`config.mk`:
```
export PLATFORM = sky130hd
export DESIGN_NAME = wiegand26_decoder
export DESIGN_NICKNAME = d
export VERILOG_FILES = /design/src/rtl/wiegand_pkg.sv /design/src/rtl/wg_id_fifo.sv /design/src/rtl/wiegand26_decoder.sv
export SDC_FILE = /design/constraint.sdc
export NUM_CORES = 1
export LEC_CHECK = 0
export ABC_AREA = 1
export BUFFER_PORTS_ARGS = -buffer_cell sky130_fd_sc_hd__buf_2
export CAP_MARGIN = 15
export CORE_MARGIN = 3
export CORE_UTILIZATION = 55
export CTS_CLUSTER_DIAMETER = 40
export DETAILED_ROUTE_END_ITERATION = 16
export GPL_TIMING_DRIVEN = 0
export PLACE_DENSITY = 0.81
export SLEW_MARGIN = 25
export SYNTH_ARGS = -nofsm -noshare
export SYNTH_HDL_FRONTEND = slang
export SYNTH_SLANG_ARGS = --single-unit
```
`constraint.sdc`:
```
create_clock -name clk -period 3.3 [get_ports clk]
set_clock_uncertainty 0.15 [all_clocks]
set_input_delay 0.165 -clock clk [delete_from_list [all_inputs] [get_ports clk]]
set_output_delay 0.165 -clock clk [all_outputs]
set_load 0.02 [all_outputs]
```
`src/rtl/wiegand_pkg.sv`:
```
// wiegand_pkg: shared widths, field positions and ID type for the Wiegand-26 decoder.
package wiegand_pkg;
  localparam int WG_FRAME_W = 26;
  localparam int WG_ID_W = 24;
  localparam int EVEN_PAR_BIT = 25;
  localparam int ODD_PAR_BIT = 0;
  localparam int EVEN_HI = 24;
  localparam int EVEN_LO = 13;
  localparam int ODD_HI = 12;
  localparam int ODD_LO = 1;
  localparam int FAC_HI = 24;
  localparam int FAC_LO = 17;
  localparam int CARD_HI = 16;
  localparam int CARD_LO = 1;
  typedef struct packed {
    logic [7:0]  facility;
    logic [15:0] card;
  } wg_id_t;
  function automatic logic parity_ok(input logic [WG_FRAME_W-1:0] f);
    return (f[EVEN_PAR_BIT] == ^f[EVEN_HI:EVEN_LO]) && (f[ODD_PAR_BIT] == ~^f[ODD_HI:ODD_LO]);
  endfunction
endpackage

```
`src/rtl/wg_id_fifo.sv`:
```
// wg_id_fifo: first-word-fall-through synchronous FIFO for decoded card IDs.
module wg_id_fifo
  import wiegand_pkg::*;
#(
  parameter int W = WG_ID_W,
  parameter int DEPTH = 8,
  localparam int AW = $clog2(DEPTH)
) (
  input  logic          clk,
  input  logic          rst,
  input  logic          wr_en,
  input  logic [W-1:0]  wr_data,
  input  logic          rd_en,
  output logic [W-1:0]  rd_data,
  output logic          empty,
  output logic          full,
  output logic [AW:0]   count
);
  logic [W-1:0] mem [DEPTH];
  logic [AW-1:0] wp, rp;
  logic wr, rd;
  assign empty = count == '0;
  assign full = count == (AW+1)'(DEPTH);
  assign rd = rd_en && !empty;
  // a pop in the same cycle frees the slot, so a full FIFO still accepts the write
  assign wr = wr_en && (!full || rd);
  assign rd_data = empty ? '0 : mem[rp];
  always_ff @(posedge clk)
    if (wr) mem[wp] <= wr_data;
  always_ff @(posedge clk)
    if (rst) begin
      wp <= '0;
      rp <= '0;
      count <= '0;
    end else begin
      wp <= wp + AW'(wr);
      rp <= rp + AW'(rd);
      count <= count + (AW+1)'(wr) - (AW+1)'(rd);
    end
endmodule

```
`src/rtl/wiegand26_decoder.sv`:
```
// wiegand26_decoder: parity-checks 26-bit Wiegand frames and queues good IDs; optional
// duplicate filter enabled by WIEGAND_DUP_FILTER_EN.
module wiegand26_decoder
  import wiegand_pkg::*;
#(
  parameter int DEPTH = 8,
  parameter int HOLDOFF_CYC = 1000000
) (
  input  logic                    clk,
  input  logic                    rst,
  input  logic [WG_FRAME_W-1:0]   wg_data,
  input  logic                    wg_int,
  input  logic                    rd_en,
  input  logic                    clr,
  output logic [WG_ID_W-1:0]      rd_data,
  output logic                    empty,
  output logic [$clog2(DEPTH):0]  count,
  output logic [7:0]              err_cnt,
  output logic                    ovf
);
  logic s1, s2, e_q, evt, frame_v, res_v, res_good, full, dup, good, bad;
  logic [WG_FRAME_W-1:0] frame_q;
  wg_id_t id_q;
  always_ff @(posedge clk)
    if (rst) begin
      {s1, s2, e_q} <= 3'b111;
      evt <= 1'b0;
      frame_v <= 1'b0;
      frame_q <= '0;
      res_v <= 1'b0;
      res_good <= 1'b0;
      id_q <= '0;
    end else begin
      s1 <= wg_int;
      s2 <= s1;
      e_q <= s2;
      evt <= s2 && !e_q;
      frame_v <= evt;
      if (evt) frame_q <= wg_data;
      res_v <= frame_v;
      res_good <= parity_ok(frame_q);
      id_q <= '{facility: frame_q[FAC_HI:FAC_LO], card: frame_q[CARD_HI:CARD_LO]};
    end
`ifdef WIEGAND_DUP_FILTER_EN
  localparam int HW = $clog2(HOLDOFF_CYC + 1);
  wg_id_t held;
  logic [HW-1:0] hold_cnt;
  assign dup = (held == id_q) && (hold_cnt != '0);
  always_ff @(posedge clk)
    if (rst) begin
      held <= '0;
      hold_cnt <= '0;
    end else if (res_v && res_good) begin
      held <= id_q;
      hold_cnt <= HW'(HOLDOFF_CYC);
    end else if (hold_cnt != '0) begin
      hold_cnt <= hold_cnt - 1'b1;
    end
`else
  assign dup = 1'b0;
`endif
  assign good = res_v && res_good && !dup;
  assign bad = res_v && !res_good;
  always_ff @(posedge clk)
    if (rst) begin
      err_cnt <= '0;
      ovf <= 1'b0;
    end else if (clr) begin
      err_cnt <= '0;
      ovf <= 1'b0;
    end else begin
      if (bad && err_cnt != 8'hff) err_cnt <= err_cnt + 8'd1;
      if (good && full && !rd_en) ovf <= 1'b1;
    end
  wg_id_fifo #(.W(WG_ID_W), .DEPTH(DEPTH)) u_fifo (
    .clk(clk),
    .rst(rst),
    .wr_en(good),
    .wr_data(id_q),
    .rd_en(rd_en),
    .rd_data(rd_data),
    .empty(empty),
    .full(full),
    .count(count)
  );
endmodule
```
==> results.tsv, run 1 <==
stage	metric	value	unit
status	status	completed	
timing	worst_slew_pin_slew	0.7198	ns
drt	drt-pass1-iter-count	7	
logic_synthesis	synthTopCellsByCount	nor2_1, edfxtp_1, nand2_1	
die	start_util	56.28	%
worst_setup_path	path_max_fanout	10	
worst_setup_path	worst-endpoint-arrival	2.59	ns
worst_setup_path	crit_type	flop to primary output	
global_routing	grt_max_degree	22	
clocking	clk_pin_slew_worst_paths	0.06	ns
drt	initialDrtViolationCount	776	
finish	fill_cells	1293	
logic_synthesis	ys_seq_area_share	68.76	%
timing	fin_crit_sh	88.17	%
clocking	cts_root_buf	clkbuf_16	
min_path	holdPathStages	3	
flow_run	cap_violations	0	
die	dieHeight	144.8	um
logic_synthesis	synth_edf_count	192	
drt	dr_total_vias	7772	
finish	syn_to_final_growth	21.18	%
finish	final_nets	1150	
min_path	hold_class	primary input to flop	
clocking	h-tree-depth	1	
logic_synthesis	synth_top_area_cell	edfxtp_1	
timing	timing.slew.headroom	52.01	%
die	rows	50	
logic_synthesis	synth-main-ff-cell	edfxtp_1	
timing	hold_slack	0.1942	ns
worst_setup_path	crit_required	2.98	ns
timing	period_needed	2.910	ns
logic_synthesis	synth-seq-cells	268	
logic_synthesis	ys_warn_count	0	
die	io_pins	69	
power_and_ir_drop	peakVddDrop	0.4249	mV
clocking	clock_latency	0.54	ns
power_and_ir_drop	power_density	701.4	nW/um2
timing	hold_viol	0	
logic_synthesis	synthesis.instances	966	
logic_synthesis	netlist_area	10600	um2
finish	fin_area	12840	um2
drt	drcViolationCount	0	
drt	ant_nets	0	
die	core	18830	um2
drt	avgViaCountPerCell	5.587	
clocking	cts_repair_resize_count	0	
clocking	cts.path.max_buffers	3	
worst_setup_path	r2r_cells	8	
logic_synthesis	yosys.cell_types.count	32	
placed_design	routabilityCongestion	0.8042	
logic_synthesis	avgSynthCellArea	10.97	um2
timing	max_freq	343.7	MHz
worst_setup_path	cp-start-kind	flop	
logic_synthesis	yosysMostFrequentCell	nor2_1	
clocking	cts_tree	built	
power_and_ir_drop	p_leak	4.871	nW
placed_design	io_buffers	68	
drt	finalWirelength	25700	um
worst_setup_path	crit-reg2reg-launch	u_fifo.count[2]$_SDFF_PP0_	
placed_design	place_area	11540	um2
finish	diodes	0	
clocking	cts_buffers	29	
global_routing	grt_overflow	0	
clocking	cts_sinks	268	
global_routing	track_usage	24.76	%
worst_setup_path	crit_start	u_fifo.rp[2]$_SDFF_PP0_	
drt	routedWlPerCell	18.48	um
finish	utilization	68.20	%
timing	setup_violations	0	
logic_synthesis	async_reset_ff_share	0	%
timing	slew_viol_final	0	
logic_synthesis	yosys.area.top_type_share	54.40	%
global_routing	antenna_found_initial	0	
logic_synthesis	synth_nets	1008	
finish	drive_gt1_share	14.94	%
placed_design	dp_hpwl	16590	um
global_routing	grt_first_pass_wirelength	40260	um
worst_setup_path	endpoint_kind	primary output	
global_routing	grt_pass1_vias	7633	
power_and_ir_drop	power	9.007	mW
die	die-area	20970	um2
timing	rsz0062_at_grt	false	
die	die_w	144.8	um
min_path	min-delay-start	wg_int	
logic_synthesis	synth.top_cells.by_area	edfxtp_1, dfxtp_1, nor2_1	
[cells by family after synthesis]
logic type | after synthesis | share of synthesized area, %
simple gates | 358 | 13.15
buf+inv | 109 | 4.876
fa+ha+maj | 11 | 1.370
flops | 268 | 68.76
xor+xnor | 8 | 0.6612
compound gates | 212 | 11.18
[final timing paths]
| kind | end | slack, ns |
|---|---|---|
| max | rd_data[22] | 0.39 |
| min | s1$_SDFF_PP1_ | 0.19 |
| max reg2reg | u_fifo.mem[3][12]$_DFFE_PP_ | 0.63 |
| min reg2reg | evt$_SDFF_PP0_ | 0.24 |
[power breakdown]
group	internal (mW)	leakage, nW	switching (mW)
registers	3.61	2.39	0.0369
logic	0.724	2.01	1.50
clock network	1.81	0.468	1.32
total	6.14	4.87	2.87
[final cells by class]
type                       instances  area, um2  share of cell area (%)
multi-input combinational        589       2854                   22.22
clock inverter                    14      110.1                  0.8574
buffer                            46      275.3                   2.143
timing repair buffer             111      910.9                   7.093
clock buffer                      40      838.3                   6.528
inverter                          63      241.5                   1.880
tap                              260      325.3                   2.533
sequential                       268       7287                   56.74
[registers in the layout, summed over array words and instances, names as in the netlist]
signal        count
res_good          1
u_fifo.wp         3
u_fifo.rp         3
u_fifo.count      4
u_fifo.mem      192
err_cnt           8
evt               1
ovf               1
e_q               1
s1                1
id_q             24
res_v             1
frame_v           1
s2                1
frame_q          26
[worst max-delay path: stages (launching register included)]
cell      delay [ns]
dfxtp_1         0.32
inv_1           0.14
clkbuf_1        0.52
clkbuf_1        0.56
a31oi_1         0.27
buf_2           0.23
[metrics by stage]
stage,setup WS [ns],TNS [ns],cells
2_1_floorplan,0.4612,0,966
3_3_place_gp,-0.5052,-74.26,1294
3_5_place_dp,0.6376,0,1302
4_1_cts,0.3923,0,1391
5_1_grt,0.2716,0,1391
6_report,0.3905,0,1391
[routing by layer]
layer	wire length, um	up-vias	GRT usage [%]	share of wire, %
met2	12940	416	41.99	50
met5	0	-	0	0
met4	758	0	10.11	2.9
li1	-	3611	-	-
met3	2355	60	4.174	9.2
met1	9644	3685	31.84	38
[cell usage in the layout (no fill, tap or decap), drive strengths merged]
| cell type | n |
|---|---|
| nor3b | 1 |
| o22a | 24 |
| a21oi | 12 |
| clkbuf | 56 |
| a31oi | 24 |
| nor3 | 2 |
| edfxtp | 192 |
| o21ai | 152 |
| buf | 106 |
| nand3 | 9 |
| clkinv | 7 |
| ha | 10 |
| or2 | 2 |
| xnor2 | 8 |
| dlygate4sd3 | 35 |
| inv | 69 |
| nor2 | 226 |
| nand4 | 2 |
| nand2 | 114 |
| dfxtp | 76 |
| fa | 1 |
| nand3b | 2 |
| clkinvlp | 1 |
[timing repair]
action                                  in CTS  in global routing
setup buffers                                0                  0
hold buffers                                35                  0
endpoints found under the setup margin       0                  0
hold endpoints to repair                    41                  0
(Power assumes the default switching activity.)
==> run 2: changes to the inputs <==
--- a/config.mk
+++ b/config.mk
@@ -5,7 +5,6 @@
 export SDC_FILE = /design/constraint.sdc
 export NUM_CORES = 1
 export LEC_CHECK = 0
-export ABC_AREA = 1
 export BUFFER_PORTS_ARGS = -buffer_cell sky130_fd_sc_hd__buf_2
 export CAP_MARGIN = 15
 export CORE_MARGIN = 3
@@ -13,7 +12,7 @@
 export CTS_CLUSTER_DIAMETER = 40
 export DETAILED_ROUTE_END_ITERATION = 16
 export GPL_TIMING_DRIVEN = 0
-export PLACE_DENSITY = 0.81
+export PLACE_DENSITY = 0.82
 export SLEW_MARGIN = 25
 export SYNTH_ARGS = -nofsm -noshare
 export SYNTH_HDL_FRONTEND = slang
==> run 2 against run 1 <==
  * Power fell by 4.5%
  * Clock power fell by 4%
  * Synthesized cell count fell by 40%
  * Routed wire length fell by 18%
  * Via count fell by 29%
  * Non-clock buffer count fell by 24
  * Synthesized area fell by 3.6%
  * Combinational power fell by 13%
  * Cell area fell by 4.3%
  * Critical path depth rose by 5
  * Clock-buffer cell count fell by 7
  * Critical endpoint is now u_fifo.count[2]$_SDFF_PP0_
  * Largest cell class unchanged
  * Highest routed layer unchanged
==> results.tsv, run 2 <==
stage	metric	value	unit
status	status	completed	
logic_synthesis	async_reset_ff_share	0	%
placed_design	dp_hpwl	13120	um
power_and_ir_drop	p_seq_share	42.4	%
power_and_ir_drop	peakVddDrop	0.5108	mV
finish	multiInputGateArea	2845	um2
power_and_ir_drop	netSwitchingPower	2.440	mW
logic_synthesis	synth-main-ff-cell	edfxtp_1	
power_and_ir_drop	power	8.599	mW
power_and_ir_drop	comb_power_share	22.5	%
power_and_ir_drop	p_leak	3.926	nW
die	rows	49	
clocking	h-tree-depth	1	
die	die-area	20260	um2
clocking	cts_repair_resize_count	0	
min_path	hold_class	primary input to flop	
logic_synthesis	avgSynthCellArea	17.50	um2
timing	fin_crit_sh	90.81	%
logic_synthesis	yosys.area.top_type_share	56.41	%
clocking	cts_buffers	27	
worst_setup_path	crit_type	flop to flop	
die	core	18090	um2
finish	regMostFlops	u_fifo.mem	
power_and_ir_drop	power_density	699.3	nW/um2
drt	drcViolationCount	0	
global_routing	track_usage	21.30	%
finish	final_cell_mix	edfxtp_1, buf_2, dfxtp_1	
logic_synthesis	synth_edf_count	192	
finish	syn_to_final_growth	20.30	%
clocking	clk_pin_slew_worst_paths	0.06	ns
clocking	cts_sinks	268	
timing	timing.slew.headroom	45.57	%
logic_synthesis	netlist_area	10220	um2
power_and_ir_drop	switching_share	28.37	%
global_routing	grt_max_degree	19	
finish	largest_reg_flops	192	
drt	ant_nets	0	
logic_synthesis	synthTopCellsByCount	edfxtp_1, dfxtp_1, nor2_1	
timing	worst_slew_pin_slew	0.8128	ns
worst_setup_path	worst-endpoint-arrival	3.23	ns
finish	final_nets	761	
global_routing	grt_first_pass_wirelength	32710	um
logic_synthesis	ys_seq_area_share	71.29	%
drt	dr_total_vias	5515	
drt	drt-pass1-iter-count	5	
drt	initialDrtViolationCount	367	
clocking	cts_setup_buffers	0	
logic_synthesis	ys_warn_count	0	
worst_setup_path	cp-start-kind	flop	
finish	top_regs	u_fifo.mem x192, frame_q x26, id_q x24	
timing	rsz0062_at_grt	false	
die	dieHeight	142.3	um
worst_setup_path	path_max_fanout	8	
flow_run	cap_violations	0	
die	io_pins	69	
finish	final_common_cell	edfxtp_1	
worst_setup_path	crit_required	3.53	ns
logic_synthesis	yosysMostFrequentCell	edfxtp_1	
power_and_ir_drop	internal-power	6.159	mW
global_routing	grt_overflow	0	
timing	max_freq	333.7	MHz
logic_synthesis	synth-seq-cells	268	
finish	diodes	0	
drt	finalWirelength	21050	um
timing	period_needed	2.997	ns
die	die_w	142.3	um
logic_synthesis	yosys.cell_types.count	37	
worst_setup_path	endpoint_kind	flop	
finish	utilization	67.98	%
finish	drive_gt1_share	25.98	%
drt	routedWlPerCell	21.74	um
worst_setup_path	reg2reg_slack	0.30	ns
logic_synthesis	synth.top_cells.by_area	edfxtp_1, dfxtp_1, mux4_2	
logic_synthesis	synth_top_area_cell	edfxtp_1	
global_routing	antenna_found_initial	0	
clocking	cts.path.max_buffers	3	
power_and_ir_drop	p_clk_share	35.1	%
clocking	holdBufCountCts	28	
global_routing	grt_pass1_vias	5907	
logic_synthesis	synthesis.instances	584	
finish	fill_cells	1073	
finish	seqCellArea	7287	um2
timing	slew_viol_final	0	
clocking	cts_root_buf	clkbuf_16	
timing	hold_viol	0	
die	start_util	56.51	%
clocking	clock_latency	0.51	ns
timing	setup_violations	0	
placed_design	routabilityCongestion	0.7929	
placed_design	io_buffers	68	
clocking	cts_tree	built	
drt	avgViaCountPerCell	5.697	
logic_synthesis	synth_nets	626	
==> run 2: cell types whose count changed after synthesis, moves of 13 or more <==
cell	before	now
inv_1	60	7
o22a_1	24	0
nor2b_1	0	32
mux2i_1	0	51
o21ai_1	48	2
nand2_1	113	5
xnor2_1	8	21
nor2_1	225	70
o21ai_0	104	1
a31oi_1	24	2
mux4_2	0	48
==> run 2: cell type report <==
class / instances / area share, %
buffer: 27 / 1.058
clock buffer: 33 / 5.760
inverter: 7 / 0.2137
sequential: 268 / 59.27
tap: 229 / 2.330
multi-input combinational: 282 / 23.14
clock inverter: 16 / 1.476
timing repair buffer: 106 / 6.757
==> run 2: power groups by stage <==
| stage | sequential [mW] | combinational (mW) | clock (mW) |
|---|---|---|---|
| after floorplan | 3.73 | 1.31 | 0 |
| after global placement | 3.71 | 1.88 | 0 |
| after detailed placement | 3.72 | 1.93 | 0 |
| after CTS | 3.65 | 1.97 | 3.05 |
| after global routing | 3.65 | 2.10 | 3.19 |
| final | 3.65 | 1.93 | 3.02 |
==> run 2: final timing paths <==
path | from | to | depth (start not counted)
worst max-delay path | u_fifo.count[2]$_SDFF_PP0_ | u_fifo.count[2]$_SDFF_PP0_ | 10
worst min register to register | e_q$_SDFF_PP1_ | evt$_SDFF_PP0_ | 1
worst min-delay path | rst | id_q[17]$_SDFF_PP0_ | 3
worst max register to register | u_fifo.count[2]$_SDFF_PP0_ | u_fifo.count[2]$_SDFF_PP0_ | 10
==> run 2: metrics by stage <==
step	std cells	cell area [um2]	worst slack [ns]	hold WS (ns)	TNS [ns]
finish	968	12300	0.3033	0.05827	0
global route	968	12300	0.1507	0.08696	0
CTS	968	12300	0.2981	0.03894	0
detailed placement	891	11130	0.3315	0.1962	0
global placement	881	10860	-0.5015	0.1975	-80.49
floorplan	584	10230	0.3891	0.1121	0
==> run 2: cell families (layout without fill, tap and decap cells) <==
family,Yosys count,count (layout),share of synthesized area [%]
buffers and inverters,34,189,1.530
muxes,99,99,15.57
AOI/OAI and AO/OA,12,12,0.7221
and+or+nand+nor,131,131,6.304
adders and majority gates,11,11,1.420
xor gates and xnor gates,29,29,3.158
DFF,268,268,71.29
==> run 2: worst max-delay path, cell delays in order (launching register included) <==
cell and delay (ns):
dfxtp_1 0.30, inv_1 0.09, ha_1 0.18, nor3b_2 0.67
nor2b_1 0.25, ha_1 0.35, inv_1 0.04, ha_1 0.21
fa_1 0.38, xnor2_1 0.17, nor2_1 0.06
==> run 2: routing by layer <==
metal  vias to the layer above  share of wire (%)  global-route usage [%]
li1                       2474                  -                       -
met1                      2785                 40                   27.52
met2                       211                 51                   37.12
met3                        45                5.5                   3.293
met4                         0                2.9                   7.554
met5                         -                  0                       0
